[config.mk]
export PLATFORM = sky130hd
export DESIGN_NAME = pll_lock_sequencer
export DESIGN_NICKNAME = d
export VERILOG_FILES = /design/src/rtl/pll_lock_sequencer.sv
export SDC_FILE = /design/constraint.sdc
export NUM_CORES = 1
export LEC_CHECK = 0
export ABC_AREA = 1
export ABC_CLOCK_PERIOD_IN_PS = 1870
export BUFFER_PORTS_ARGS = -buffer_cell sky130_fd_sc_hd__buf_2
export CELL_PAD_IN_SITES_DETAIL_PLACEMENT = 1
export CELL_PAD_IN_SITES_GLOBAL_PLACEMENT = 2
export CORE_UTILIZATION = 33
export DETAILED_ROUTE_END_ITERATION = 6
export PLACE_DENSITY_LB_ADDON = 0.1
export SLEW_MARGIN = 15
export SYNTH_ARGS = -nofsm -noshare
export SYNTH_HDL_FRONTEND = slang
export SYNTH_SLANG_ARGS = --single-unit
[constraint.sdc]
create_clock -name clk -period 1.87 [get_ports clk]
set_input_delay 0.2805 -clock clk [delete_from_list [all_inputs] [get_ports clk]]
set_output_delay 0.2805 -clock clk [all_outputs]
set_load 0.02 [all_outputs]
[src/rtl/pll_lock_sequencer.sv]
// PLL lock sequencer: syncs pll_lock, sequences PLL reset and holds
// system reset until lock has been stable for STABLE_CYCLES.
module pll_lock_sequencer #(
   parameter int unsigned RST_PULSE     = 16,
   parameter int unsigned LOCK_TIMEOUT  = 50000,
   parameter int unsigned STABLE_CYCLES = 1024,
   parameter int unsigned CNT_W         = 8
) (
   input  logic             clk,
   input  logic             rst_n,
   input  logic             pll_lock,
   input  logic             restart,
   output logic             pll_rst_req,
   output logic             sys_rst_n,
   output logic             clk_ok,
   output logic [CNT_W-1:0] retry_cnt,
   output logic [CNT_W-1:0] loss_cnt
);

   localparam int unsigned MAX_A =
      (RST_PULSE > LOCK_TIMEOUT) ? RST_PULSE : LOCK_TIMEOUT;
   localparam int unsigned MAX_T =
      (MAX_A > STABLE_CYCLES) ? MAX_A : STABLE_CYCLES;
   localparam int TW = $clog2(MAX_T + 1);

   localparam logic [TW-1:0] PULSE_END  = TW'(RST_PULSE - 1);
   localparam logic [TW-1:0] TMO_END    = TW'(LOCK_TIMEOUT - 1);
   localparam logic [TW-1:0] STABLE_END = TW'(STABLE_CYCLES - 1);

   typedef enum logic [1:0] {
      PLL_RST,
      WAIT_LOCK,
      STABLE,
      RUN
   } state_t;

   state_t          state_q, state_d;
   logic [TW-1:0]   cnt_q, cnt_d;
   logic            lock_m, lock_s;
   logic            retry_inc, loss_inc;

   always_ff @(posedge clk) begin
      if (!rst_n) begin
         lock_m <= 1'b0;
         lock_s <= 1'b0;
      end else begin
         lock_m <= pll_lock;
         lock_s <= lock_m;
      end
   end

   always_comb begin
      state_d   = state_q;
      cnt_d     = cnt_q + TW'(1);
      retry_inc = 1'b0;
      loss_inc  = 1'b0;
      unique case (state_q)
         PLL_RST: begin
            if (cnt_q == PULSE_END)
               state_d = WAIT_LOCK;
         end
         WAIT_LOCK: begin
            if (lock_s) begin
               state_d = STABLE;
            end else if (cnt_q == TMO_END) begin
               state_d   = PLL_RST;
               retry_inc = 1'b1;
            end
         end
         STABLE: begin
            if (!lock_s)
               state_d = WAIT_LOCK;
            else if (cnt_q == STABLE_END)
               state_d = RUN;
         end
         RUN: begin
            cnt_d = cnt_q;
            if (!lock_s) begin
               state_d  = WAIT_LOCK;
               loss_inc = 1'b1;
            end
         end
         default: state_d = PLL_RST;
      endcase
      // restart overrides any transition and suppresses its count
      if (restart) begin
         state_d   = PLL_RST;
         retry_inc = 1'b0;
         loss_inc  = 1'b0;
      end
      if (restart || (state_d != state_q))
         cnt_d = '0;
   end

   always_ff @(posedge clk) begin
      if (!rst_n) begin
         state_q     <= PLL_RST;
         cnt_q       <= '0;
         retry_cnt   <= '0;
         loss_cnt    <= '0;
         pll_rst_req <= 1'b1;
         sys_rst_n   <= 1'b0;
         clk_ok      <= 1'b0;
      end else begin
         state_q     <= state_d;
         cnt_q       <= cnt_d;
         pll_rst_req <= (state_d == PLL_RST);
         sys_rst_n   <= (state_d == RUN);
         clk_ok      <= (state_d == RUN);
         if (retry_inc && (retry_cnt != '1))
            retry_cnt <= retry_cnt + CNT_W'(1);
         if (loss_inc && (loss_cnt != '1))
            loss_cnt <= loss_cnt + CNT_W'(1);
      end
   end

endmodule

; Yosys cells after proc, flatten, opt, wreduce, memory -nomap -nowiden
; Index checks and enable logic that the tools add are counted.
[op_classes]
add_sub_neg = 3
n_eq_ne = 10
n_mux = 15
n_bitwise = 1
n_reduce_logical = 6
[op_table]
columns = cell, count
row1 = "16-bit by 1-bit adder with 16-bit output, second input constant", 1
row2 = "8-bit by 1-bit adder with 8-bit output, second input constant", 2
row3 = "16-bit by 10-bit == test with 1-bit output, second input constant", 1
row4 = "16-bit == test, second input constant", 1
row5 = "16-bit by 4-bit == test with 1-bit output, second input constant", 1
row6 = "8-bit inequality test, second input constant", 2
row7 = 2-bit 2-to-1 mux, 7
row8 = 2-bit case mux with 4 select lines, 1
row9 = 1-bit 2-to-1 mux, 7
row10 = "2-bit == test, second input constant", 3
row11 = 2-bit logical NOT, 2
row12 = "2-bit by 1-bit == test with 1-bit output, second input constant", 1
row13 = 1-bit logical AND, 2
row14 = 2-bit inequality test, 1
row15 = 2-bit OR reduction, 1
row16 = 1-bit logical OR, 1
row17 = 1-bit NOT, 1
[word_totals]
ff_bits = 38
input_bits = 4
output_inout_bits = 19
elab_cells = 43

; Depth between registers and ports, before layout
[logic_depth]
depth_word = 8
depth_mapped = 13
ltp_nobuf = 12

; Least setup slack after synthesis
; OpenSTA, ideal clock, no wires.
[synth_path]
path_kind = register -> register
start = register retry_cnt[0]
end = register retry_cnt[4]
setup_time_ps = 113
t_arrival_ps = 1638
required_ps = 1757
path_slack_ps = 119
path_stages_with_launch = 11
path_buffers = 0
period_less_slack_ps = 1751
path_cell_list = dfxtp_1 > ha_1 > nand2_1 > inv_1 > nand3_1 > nor3_1 > nor2_4 > nand2_2 > nor2_1 > o21ai_1 > inv_1
[synth_via]
elab_chain_len = 2
elab_cells_between_ends = 3
cone_classes = add/sub (1) / eq/ne (1) / reduce/logical (1)
[synth_rtl]
columns = item, line
row1 = start: declaration, 16  ; output logic [CNT_W-1:0] retry_cnt,
row2 = start signal: assignment, 111  ; retry_cnt <= retry_cnt + CNT_W'(1);
row3 = branches (longest 2 deep; another with 8-bit by 1-bit adder with 8-bit output), n/a
; Parallel ways; which one is timed is not known.
; A chain may end at the register's enable or synchronous reset.

; Worst setup path after layout
[layout_path]
start = register cnt_q[1]
end = register cnt_q[9]
[layout_via]
elab_chain_len = 8
elab_cells_between_ends = 14
cone_classes = add/sub (1) / eq/ne (4) / mux (7) / reduce/logical (2)
[layout_rtl]
columns = item, line
row1 = start: declaration, 38  ; logic [TW-1:0] cnt_q, cnt_d;
row2 = start signal: assignment, 106  ; cnt_q <= cnt_d;
row3 = 16-bit by 10-bit == test with 1-bit output / 16-bit == test (equally long branches), "73, 65"
row4 = 2-bit 2-to-1 mux (on tied branches), "73, 65"
row5 = 2-bit 2-to-1 mux (on tied branches), "71, 63"
row6 = 2-bit case mux with 4 select lines, 57  ; unique case (state_q)
row7 = 2-bit 2-to-1 mux, 86  ; if (restart) begin
row8 = 2-bit inequality test, 91  ; if (restart || (state_d != state_q))
row9 = 1-bit logical OR, 91
row10 = 2-bit OR reduction (no source line), n/a
; Several ways; a longest one is shown, not always the timed one.

==> results_dict.tcl <==
set metrics [dict create \
    vias 1705 \
    drive_gt1_frac 0.245 \
    cts.clk_slew.worst_paths_ps 80 \
    clockBufferDepth 2 \
    ir_drop_mv 0.325 \
    vias_per_cell 4.56 \
    grt_max_degree 17 \
    syn_area_um2 1960 \
    cts_buffers 5 \
    drt_iter0_markers 30 \
    routabilityCongestion 0.710 \
    rrSetupSlack_ps 150 \
    status "complete, no violations" \
    ys_ff_latch 38 \
    ys.flop_type "dfxtp_1" \
    ys_seq_area_frac 0.389 \
    grtUsageTotal 0.165 \
    drc 0 \
    routed_wirelength_um 4570 \
    cp_data_required_time_ps 2060 \
    cp_max_fo 8 \
    rows 27 \
    crit_type "reg -> reg" \
    syn2layout_area_growth_pct 20.4 \
    synth_top_area_cell "dfxtp_1" \
    synth_edf_count 0 \
    busiest_layer "met2" \
    overflow 0 \
    layout_min_cycle_time_ps 1720 \
    dp_hpwl_um 3460 \
    clock_latency_ps 290 \
    synth_most_common_cell "nor2_1" \
    grt_use_met2 0.262 \
    port_buffers 22 \
    core_area_um2 5610 \
    synth_commonest_cells "nor2_1 (43), nand2_1 (42), dfxtp_1 (38), inv_1 (33), xor2_1 (14)" \
    cts.sinks 38 \
    die_area_um2 6240 \
    synth_top_area_frac 0.389 \
    cts_tree "done" \
    synth_warnings 0 \
    place_ws_ps 71.4 \
    powerDensity_nw_per_um2 668 \
    cap_violations 0 \
    grt_use_met3 0.0356 \
    htreeDepth 2 \
    utilization 0.420 \
    tightest_slew_ps 441 \
    finish.net_count 308 \
    grt_antenna_before_repair 0 \
    period_share 0.921 \
    globalRouteMet1Util 0.219 \
    slew_headroom 0.703 \
    fmax_ghz 0.581 \
    die_h_um 79.0 \
    firstDrtPassIters 4 \
    ys_types 31 \
    diodes 0 \
    synthTopCellsByArea "dfxtp_1 (39%), nor2_1 (8.2%), nand2_1 (8.1%)" \
    end_kind "flop" \
    initial_utilization 0.349 \
    die_w_um 79.0 \
    skew_ps 3.37 \
    finalSetupViolations 0 \
    avgSynthCellArea_um2 7.41 \
    syn_inst 264 \
    cts-root-buf "clkbuf_8" \
    ant_nets 0 \
    synthArstFlopShare 0 \
    synth_nets 271 \
    grt_pass1_wl_um 7980 \
    wl_per_cell_um 12.2 \
    hold_viol 0 \
    min_path_type "in -> reg" \
    total_leakage_power_nw 0.972 \
    ioPinCount 23 \
    worstPathArrival_ps 1910 \
    worstSetupStartpointType "flop" \
    setup_ws_ps 147 \
    grt_pass1_vias 1707 \
    slew_viol_final 0 \
    hold_buffers 0 \
]
area by class of cell:
cell class                 instances  area [µm²]
sequential                        38         763
tap                               72        90.1
multi-input combinational        186        1040
timing repair buffer              33         209
inverter                          37         139
clock buffer                       6        72.6
fill                             736        3250
clock inverter                     2        37.5
final timing paths:
kind / startpoint / end / depth (start not counted)
max: cnt_q[1]$_SDFFE_PP0P_ / cnt_q[9]$_SDFFE_PP0P_ / 11
min: pll_lock / lock_m$_SDFF_PN0_ / 3
min reg2reg: lock_m$_SDFF_PN0_ / lock_s$_SDFF_PN0_ / 2
max reg2reg: cnt_q[1]$_SDFFE_PP0P_ / cnt_q[9]$_SDFFE_PP0P_ / 11
routing by layer:
layer / part of all wire / vias to the layer above
met1: 0.50 / 770
met5: 0 / -
met3: 0.026 / 5
met2: 0.46 / 20
met4: 0.014 / 0
li1: - / 910
registers in the layout (all words and copies together) (netlist names):
signal,count
loss_cnt,8
lock_s,1
cnt_q,16
retry_cnt,8
pll_rst_req,1
clk_ok,1
lock_m,1
state_q,2
worst max-delay path, cell delays in order, from the launching register on:
cell and delay, ps:
dfxtp_1 380, ha_2 250, nand3_4 110, nor2_2 140, nand2_1 70, a21oi_2 110
nand2_1 70, nand2_1 110, nand2_2 70, nand3_4 90, buf_6 160, nor2_1 50
stage by stage:
step                      cell area [µm²]  total power (W)  hold slack [ps]  setup TNS [ps]  cells
after floorplan                      1960         0.000868              378               0    264
after global placement               2180         0.000881              396               0    363
after detailed placement             2180         0.000881              402               0    363
after CTS                            2290          0.00159              171               0    371
after global routing                 2360          0.00164              184            -148    374
final                                2360          0.00157              178               0    374
report_power, final:
part,internal [W],switching [W],leakage (nW)
clock network,0.000398,0.000305,0.0514
registers,0.000812,0.00000254,0.308
logic,0.0000233,0.0000337,0.613
total,0.00123,0.000341,0.972
logic make-up after synthesis:
kind of cell               after synthesis  share of synthesized area
AOI/OAI and AO/OA                       26                     0.0838
muxes                                    1                    0.00512
buffers and inverters                   40                     0.0876
adders and majority gates                3                     0.0192
xor gates and xnor gates                17                     0.0761
and+or+nand+nor                        139                      0.340
DFF                                     38                      0.389
cell usage in the layout (no fill, tap or decap), types with 2 or more instances in the layout:
master and count:
a21oi_1 11, buf_2 22, buf_4 9, clkbuf_8 5
dfxtp_1 36, dfxtp_2 2, ha_1 2, inv_1 33
inv_2 3, nand2_1 42, nand2_2 6, nand3_1 13
nand3_4 2, nand4_1 5, nor2_1 41, nor2_2 13
nor2_4 4, nor3_1 10, o21a_1 2, o21ai_0 8
o21ai_1 2, xnor2_1 3, xor2_1 14
repair_timing:
item | in CTS | in global routing
setup buffers | 0 | 3
endpoints found under the setup margin | 0 | 20
resized for setup | 0 | 8
Note: power is estimated with default switching activity, not from simulation.
